===== src/rtl/sd_command_engine.sv =====
// SPI-mode SD command engine: sends one CRC7-protected command frame,
// collects an R1 or R3/R7 response, retries on response timeout and can
// stream one or more data blocks into the cache as DATA_W-bit words.
module sd_command_engine #(
    parameter int DATA_W      = 16,
    parameter int ADDR_W      = 8,
    parameter int BLOCK_BYTES = 512,
    parameter int BCNT_W      = 8,
    parameter int NCR_MAX     = 16,
    parameter int TOKEN_MAX   = 4096,
    parameter int MAX_RETRY   = 2
) (
    input  logic              clk400,
    input  logic              reset,
    input  logic              SDin,
    output logic              SDout,
    input  logic [5:0]        command,
    input  logic [31:0]       argument,
    input  logic              resp_long,
    input  logic              data_read,
    input  logic [BCNT_W-1:0] block_count,
    input  logic              start,
    output logic              busy,
    output logic              done,
    output logic [7:0]        response,
    output logic [31:0]       response_ext,
    output logic [2:0]        status,
    output logic [ADDR_W-1:0] cache_addr,
    output logic [DATA_W-1:0] cache_data,
    output logic              cache_we
);

    localparam int BLOCK_BITS = BLOCK_BYTES * 8;
    localparam int M1         = (NCR_MAX > 48) ? NCR_MAX : 48;
    localparam int M2         = (TOKEN_MAX > M1) ? TOKEN_MAX : M1;
    localparam int CNT_MAX    = (BLOCK_BITS > M2) ? BLOCK_BITS : M2;
    localparam int CW         = $clog2(CNT_MAX + 1);
    localparam int RW         = $clog2(MAX_RETRY + 2);
    localparam int WB         = $clog2(DATA_W);

    localparam logic [2:0] ST_OK     = 3'd0;
    localparam logic [2:0] ST_RTO    = 3'd1;
    localparam logic [2:0] ST_R1ERR  = 3'd2;
    localparam logic [2:0] ST_TOKTO  = 3'd3;
    localparam logic [2:0] ST_DATERR = 3'd4;

    typedef enum logic [2:0] {
        IDLE, SEND, WAIT_RESP, RESP, WAIT_TOKEN, DATA, CRC, DONE
    } state_t;

    state_t            state, state_n;
    logic [CW-1:0]     cnt;
    logic [RW-1:0]     retry;
    logic [WB-1:0]     wcnt;
    logic [47:0]       frame;
    logic              resp_l;
    logic              rd_data;
    logic [BCNT_W-1:0] blk_rem;
    logic [38:0]       resp_sr;
    logic [7:0]        win;
    logic [DATA_W-2:0] word_sr;

    // Next-state decode outputs
    logic              st_we;
    logic [2:0]        st_n;
    logic              rsp_last;
    logic              retry_inc;
    logic [39:0]       rfull;
    logic [7:0]        r1_n;
    logic [7:0]        tok_win;
    logic [DATA_W-1:0] word_n;
    logic              word_last;

    function automatic logic [6:0] crc7(input logic [39:0] d);
        logic [6:0] c;
        logic       fb;
        c = '0;
        for (int i = 39; i >= 0; i--) begin
            fb = d[i] ^ c[6];
            c  = {c[5:0], 1'b0};
            if (fb) c = c ^ 7'h09;
        end
        return c;
    endfunction

    assign busy      = (state != IDLE);
    assign done      = (state == DONE);
    assign SDout     = (state == SEND) ? frame[6'd47 - cnt[5:0]] : 1'b1;
    assign rfull     = {resp_sr, SDin};
    assign r1_n      = resp_l ? rfull[39:32] : rfull[7:0];
    assign tok_win   = {win[6:0], SDin};
    assign word_n    = {word_sr, SDin};
    assign word_last = (state == DATA) && (wcnt == WB'(DATA_W - 1));

    // State register
    always_ff @(posedge clk400 or negedge reset) begin
        if (!reset) state <= IDLE;
        else        state <= state_n;
    end

    // Next-state and status decode
    always_comb begin
        state_n   = state;
        st_we     = 1'b0;
        st_n      = ST_OK;
        rsp_last  = 1'b0;
        retry_inc = 1'b0;
        case (state)
            IDLE: if (start) state_n = SEND;
            SEND: if (cnt == CW'(47)) state_n = WAIT_RESP;
            WAIT_RESP: begin
                if (!SDin) begin
                    state_n = RESP;
                end else if (cnt == CW'(NCR_MAX - 1)) begin
                    if (retry < RW'(MAX_RETRY)) begin
                        retry_inc = 1'b1;
                        state_n   = SEND;
                    end else begin
                        st_we   = 1'b1;
                        st_n    = ST_RTO;
                        state_n = DONE;
                    end
                end
            end
            RESP: begin
                if (cnt == (resp_l ? CW'(38) : CW'(6))) begin
                    rsp_last = 1'b1;
                    if (r1_n != 8'h00) begin
                        st_we   = 1'b1;
                        st_n    = ST_R1ERR;
                        state_n = DONE;
                    end else if (rd_data) begin
                        state_n = WAIT_TOKEN;
                    end else begin
                        st_we   = 1'b1;
                        st_n    = ST_OK;
                        state_n = DONE;
                    end
                end
            end
            WAIT_TOKEN: begin
                if (tok_win == 8'hFE) begin
                    state_n = DATA;
                end else if (tok_win[7:5] == 3'b000 && cnt >= CW'(7)) begin
                    st_we   = 1'b1;
                    st_n    = ST_DATERR;
                    state_n = DONE;
                end else if (cnt == CW'(TOKEN_MAX - 1)) begin
                    st_we   = 1'b1;
                    st_n    = ST_TOKTO;
                    state_n = DONE;
                end
            end
            DATA: if (cnt == CW'(BLOCK_BITS - 1)) state_n = CRC;
            CRC: begin
                if (cnt == CW'(15)) begin
                    if (blk_rem > BCNT_W'(1)) begin
                        state_n = WAIT_TOKEN;
                    end else begin
                        st_we   = 1'b1;
                        st_n    = ST_OK;
                        state_n = DONE;
                    end
                end
            end
            DONE:    state_n = IDLE;
            default: state_n = IDLE;
        endcase
    end

    // Phase counter restarts on every state change; also tracks retries
    always_ff @(posedge clk400 or negedge reset) begin
        if (!reset) begin
            cnt   <= '0;
            retry <= '0;
        end else begin
            if (state == IDLE || state_n != state) cnt <= '0;
            else                                   cnt <= cnt + 1'b1;
            if (state == IDLE && start) retry <= '0;
            else if (retry_inc)         retry <= retry + 1'b1;
        end
    end

    // Latch the transaction request and build the command frame
    always_ff @(posedge clk400 or negedge reset) begin
        if (!reset) begin
            frame   <= '0;
            resp_l  <= 1'b0;
            rd_data <= 1'b0;
            blk_rem <= '0;
        end else if (state == IDLE && start) begin
            frame   <= {2'b01, command, argument,
                        crc7({2'b01, command, argument}), 1'b1};
            resp_l  <= resp_long;
            rd_data <= data_read;
            blk_rem <= (block_count == '0) ? BCNT_W'(1) : block_count;
        end else if (state == CRC && cnt == CW'(15)) begin
            blk_rem <= blk_rem - 1'b1;
        end
    end

    // Response shift register and result/status registers
    always_ff @(posedge clk400 or negedge reset) begin
        if (!reset) begin
            resp_sr      <= '0;
            response     <= '0;
            response_ext <= '0;
            status       <= '0;
        end else begin
            if (state == WAIT_RESP) resp_sr <= '0;
            else if (state == RESP) resp_sr <= rfull[38:0];
            if (state == IDLE && start) begin
                response     <= '0;
                response_ext <= '0;
                status       <= ST_OK;
            end
            if (rsp_last) begin
                response     <= r1_n;
                response_ext <= resp_l ? rfull[31:0] : 32'h0;
            end
            if (st_we) status <= st_n;
        end
    end

    // Start-token window, cleared each time WAIT_TOKEN is entered
    always_ff @(posedge clk400 or negedge reset) begin
        if (!reset)                   win <= '0;
        else if (state == WAIT_TOKEN) win <= tok_win;
        else                          win <= '0;
    end

    // Data packing and cache write port
    always_ff @(posedge clk400 or negedge reset) begin
        if (!reset) begin
            wcnt       <= '0;
            word_sr    <= '0;
            cache_we   <= 1'b0;
            cache_data <= '0;
            cache_addr <= '0;
        end else begin
            if (state == DATA) begin
                wcnt    <= wcnt + 1'b1;
                word_sr <= word_n[DATA_W-2:0];
            end else begin
                wcnt    <= '0;
            end
            cache_we <= word_last;
            if (word_last) cache_data <= word_n;
            if (state == IDLE && start) cache_addr <= '0;
            else if (cache_we)          cache_addr <= cache_addr + 1'b1;
        end
    end

endmodule


===== config.mk =====
export PLATFORM = sky130hd
export DESIGN_NAME = sd_command_engine
export DESIGN_NICKNAME = d
export VERILOG_FILES = /design/src/rtl/sd_command_engine.sv
export SDC_FILE = /design/constraint.sdc
export NUM_CORES = 1
export LEC_CHECK = 0
export ABC_AREA = 1
export CORE_MARGIN = 2
export CORE_UTILIZATION = 40
export CTS_CLUSTER_DIAMETER = 120
export DETAILED_ROUTE_END_ITERATION = 10
export HOLD_SLACK_MARGIN = 0.12
export PLACE_DENSITY_LB_ADDON = 0.12
export SETUP_SLACK_MARGIN = 0.15
export SYNTH_ARGS = -nofsm -noshare
export SYNTH_HDL_FRONTEND = slang
export SYNTH_SLANG_ARGS = --single-unit

===== constraint.sdc =====
create_clock -name clk400 -period 3.05 [get_ports clk400]
set_input_delay 0.4575 -clock clk400 [delete_from_list [all_inputs] [get_ports clk400]]
set_output_delay 0.4575 -clock clk400 [all_outputs]
set_load 0.03 [all_outputs]

==> summary.txt <==
CP top delay family -> buffers and inverters
Remaining global-route overflow -> 0
Final wirelength -> 25000 um
WS Path Type -> register to output port
Tcrit/Tclk final -> 91.2%
Type of origin of the critical path -> register
TNS Setup -> 0 ps
Static Leak -> 6.01 nW
FP Rows -> 58
Mapped Cells -> 1297
Total iterations of the first detailed-routing run -> 4
Max Root-Sink Buffers -> 3
Clock Latency Late Sink -> 490 ps
Max-Cap Viols -> 0
CTS tree -> built
Sequential share of the synthesized area -> 50.0%
Num CTS Buffers -> 21
Fmax -> 360 MHz
Worst reg2reg startpoint -> cnt[2]$_DFF_PN0_
Largest stage delay on the critical path -> 400 ps
Largest net degree at the start of global routing -> 94
Min-delay src -> command[1]
DRT iter0 DRCs -> 563
GRT Total Usage -> 18.7%
Slew headroom -> 40.1%
Area growth, synth to finish -> 22.4%
First-pass GRT wire length -> 41400 um
Tightest Pin Transition -> 898 ps
Initial antenna violation count -> 1
Utilization after layout -> 50.1%
Gpl congestion -> 0.848
Die height -> 165 um
Final net count -> 1470
Synth warnings -> 0
CP Launch Point -> cnt[1]$_DFF_PN0_
CP max-delay cell -> dfrtp_1
DP HPWL -> 17800 um
Maximum vdd drop -> 450 uV
Mapped Avg Cell Area -> 7.99 um^2
Number of global-route vias before repair -> 8370
DRC viols -> 0
Netlist Area Pre-Place -> 0.0104 mm^2
Fin Hold WS -> 432 ps
Hold Path Class -> input port to register
Core area -> 0.0253 mm^2
CP arrival -> 2320 ps
Synth cell types -> 45
Crit-path cells -> buf_12 > clkinvlp_4 > buf_4 > o21ai_0 > o22ai_1 > o211ai_1 > nand4_1 > nand3_1 > o2111ai_2 > buf_12
Status -> completed
Share of cells above drive strength 1 -> 8.36%
H-Tree Depth -> 1
Final Slew Violations -> 0
Final Critical Period -> 2780 ps
Most used cell, CP -> buf_12
Clock sink count -> 207
I/O pin total -> 123
Via count -> 8752
Hold Vio Cnt, Final -> 0
Port Buffer Count -> 122
Worst-path clk slew -> 60 ps
Fin Clk Skew -> 9.28 ps
Initial Util -> 40.9%
Mapped Nets -> 1358
Die area -> 0.0272 mm^2
Vias per inst -> 4.99
Post-route antenna net violation count -> 0
Die W -> 165 um
Worst setup EP type -> output port
Worst EP required -> 2590 ps
Sum of buffers and inverters on the critical path -> 4
Setup violations, final -> 0
Power per cell area -> 748 mW/mm^2
CTS root buf -> clkbuf_16
WL/cell -> 14.3 um
CP max FO -> 16
RSZ-0062 raised after global routing -> true
Post-synthesis register bit count -> 207
logic make-up after synthesis:
family / after synthesis / synth area share (%)
DFF: 207 / 50.0
xor gates and xnor gates: 23 / 2.08
and+or+nand+nor: 584 / 24.6
buffers and inverters: 228 / 8.53
AOI/OAI and AO/OA: 246 / 13.8
adders and majority gates: 9 / 1.09
final timing paths:
path	slack, ps	cells past startpoint	end
max reg2reg	520	13	status[2]$_DFFE_PN0P_
min in group asynchronous	530	2	cache_data[9]$_DFFE_PN0P_
min	430	3	frame[41]$_DFFE_PN0P_
max in group asynchronous	1690	3	state[2]$_DFF_PN0_
max	270	10	SDout
min reg2reg	470	1	wcnt[0]$_DFF_PN0_
timing repair:
item	4_1_cts	5_1_grt
hold endpoints to repair	74	0
hold buffers	1	0
setup buffers	2	0
gates resized for setup	6	6
endpoints found under the setup margin	1	21
gates cloned	0	0
layout make-up:
type | instances | area (um^2)
Antenna cell | 1 | 2.50
Clock buffer | 28 | 582
Clock inverter | 9 | 78.8
Fill cell | 2476 | 12600
Inverter | 171 | 646
Multi-Input combinational cell | 862 | 4330
Sequential cell | 207 | 5180
Tap cell | 330 | 413
Timing Repair Buffer | 146 | 1460
cell usage after synthesis (all sizes together):
library cell / instances / area share, %
o2111ai: 2 / 0.17
ha: 9 / 1.1
a41oi: 1 / 0.084
o22ai: 48 / 2.9
xnor2: 9 / 0.76
nor3b: 2 / 0.19
nand3: 104 / 5.1
o221ai: 4 / 0.34
nand2: 345 / 13
o211ai: 8 / 0.58
nor4: 6 / 0.36
clkbuf: 46 / 1.7
o311ai: 2 / 0.17
o31ai: 32 / 2.3
nand4: 14 / 0.84
and2: 1 / 0.060
xor2: 13 / 1.1
a21oi: 14 / 0.68
buf: 11 / 0.68
or2: 4 / 0.24
inv: 168 / 6.1
a31oi: 1 / 0.060
and3: 2 / 0.12
nand3b: 3 / 0.22
o21ai: 134 / 6.5
nor2: 89 / 3.7
nor3: 12 / 0.68
dfrtp: 207 / 50
or3: 1 / 0.060
clkinv: 3 / 0.11
or4: 1 / 0.072
xnor3: 1 / 0.22
metal layers:
| layer | vias to the layer above | wire length (um) | global-route usage (%) |
|---|---|---|---|
| li1 | 4495 | - | - |
| met1 | 4052 | 11900 | 25.6 |
| met2 | 162 | 11500 | 31.1 |
| met3 | 43 | 1010 | 2.39 |
| met4 | 0 | 629 | 5.45 |
| met5 | - | 0 | 0 |
worst reg2reg max path, delay by kind of cell, from the launching register on:
family                 cells  cell delay, ps
AOI/OAI and AO/OA          4             570
DFF                        1             520
and+or+nand+nor            6            1030
buffers and inverters      3             300
sequential cells by signal, summed over array words and instances (netlist names):
signal and cells:
frame 46, resp_sr 39, response_ext 32, cache_data 16
word_sr 15, cnt 13, blk_rem 8, cache_addr 8
response 8, win 7, wcnt 4, state 3
status 3, retry 2, cache_we 1, rd_data 1
resp_l 1
metrics by stage:
| stage | total power [mW] | setup slack, ps | area (um^2) | instances |
|---|---|---|---|---|
| after floorplan | 5.97 | 681 | 10400 | 1297 |
| after global placement | 6.97 | 51.8 | 12000 | 1713 |
| after detailed placement | 7.02 | -17.2 | 12000 | 1713 |
| after CTS | 9.58 | 183 | 12700 | 1753 |
| after global routing | 10.2 | 71.9 | 12700 | 1753 |
| final | 9.49 | 269 | 12700 | 1754 |
layout by cell type (no fill, tap or decap), types with 3 or more instances in the layout:
master	count
nand2_1	328
o21ai_1	12
o31ai_1	32
inv_2	16
nor2_1	74
xor2_1	13
clkbuf_1	4
nor2_2	14
a21oi_1	14
clkbuf_8	4
or2_2	3
nand2_2	15
o211ai_1	8
nor4_1	6
nand3b_1	3
o21ai_0	121
o221ai_1	4
clkbuf_16	21
nor3_2	3
buf_4	19
clkinv_1	3
ha_1	9
nor3_1	9
clkdlybuf4s50_1	119
clkinv_2	5
inv_1	151
o22ai_1	48
nand4_1	14
nand3_1	102
dfrtp_1	206
clkinvlp_4	3
xnor2_1	9
buf_12	4
power by group:
part	internal [mW]	switching (mW)
sequential	3.34	0.392
combinational	1.16	2.10
clock	1.43	1.07
total	5.93	3.55
(Power assumes the default switching activity.)
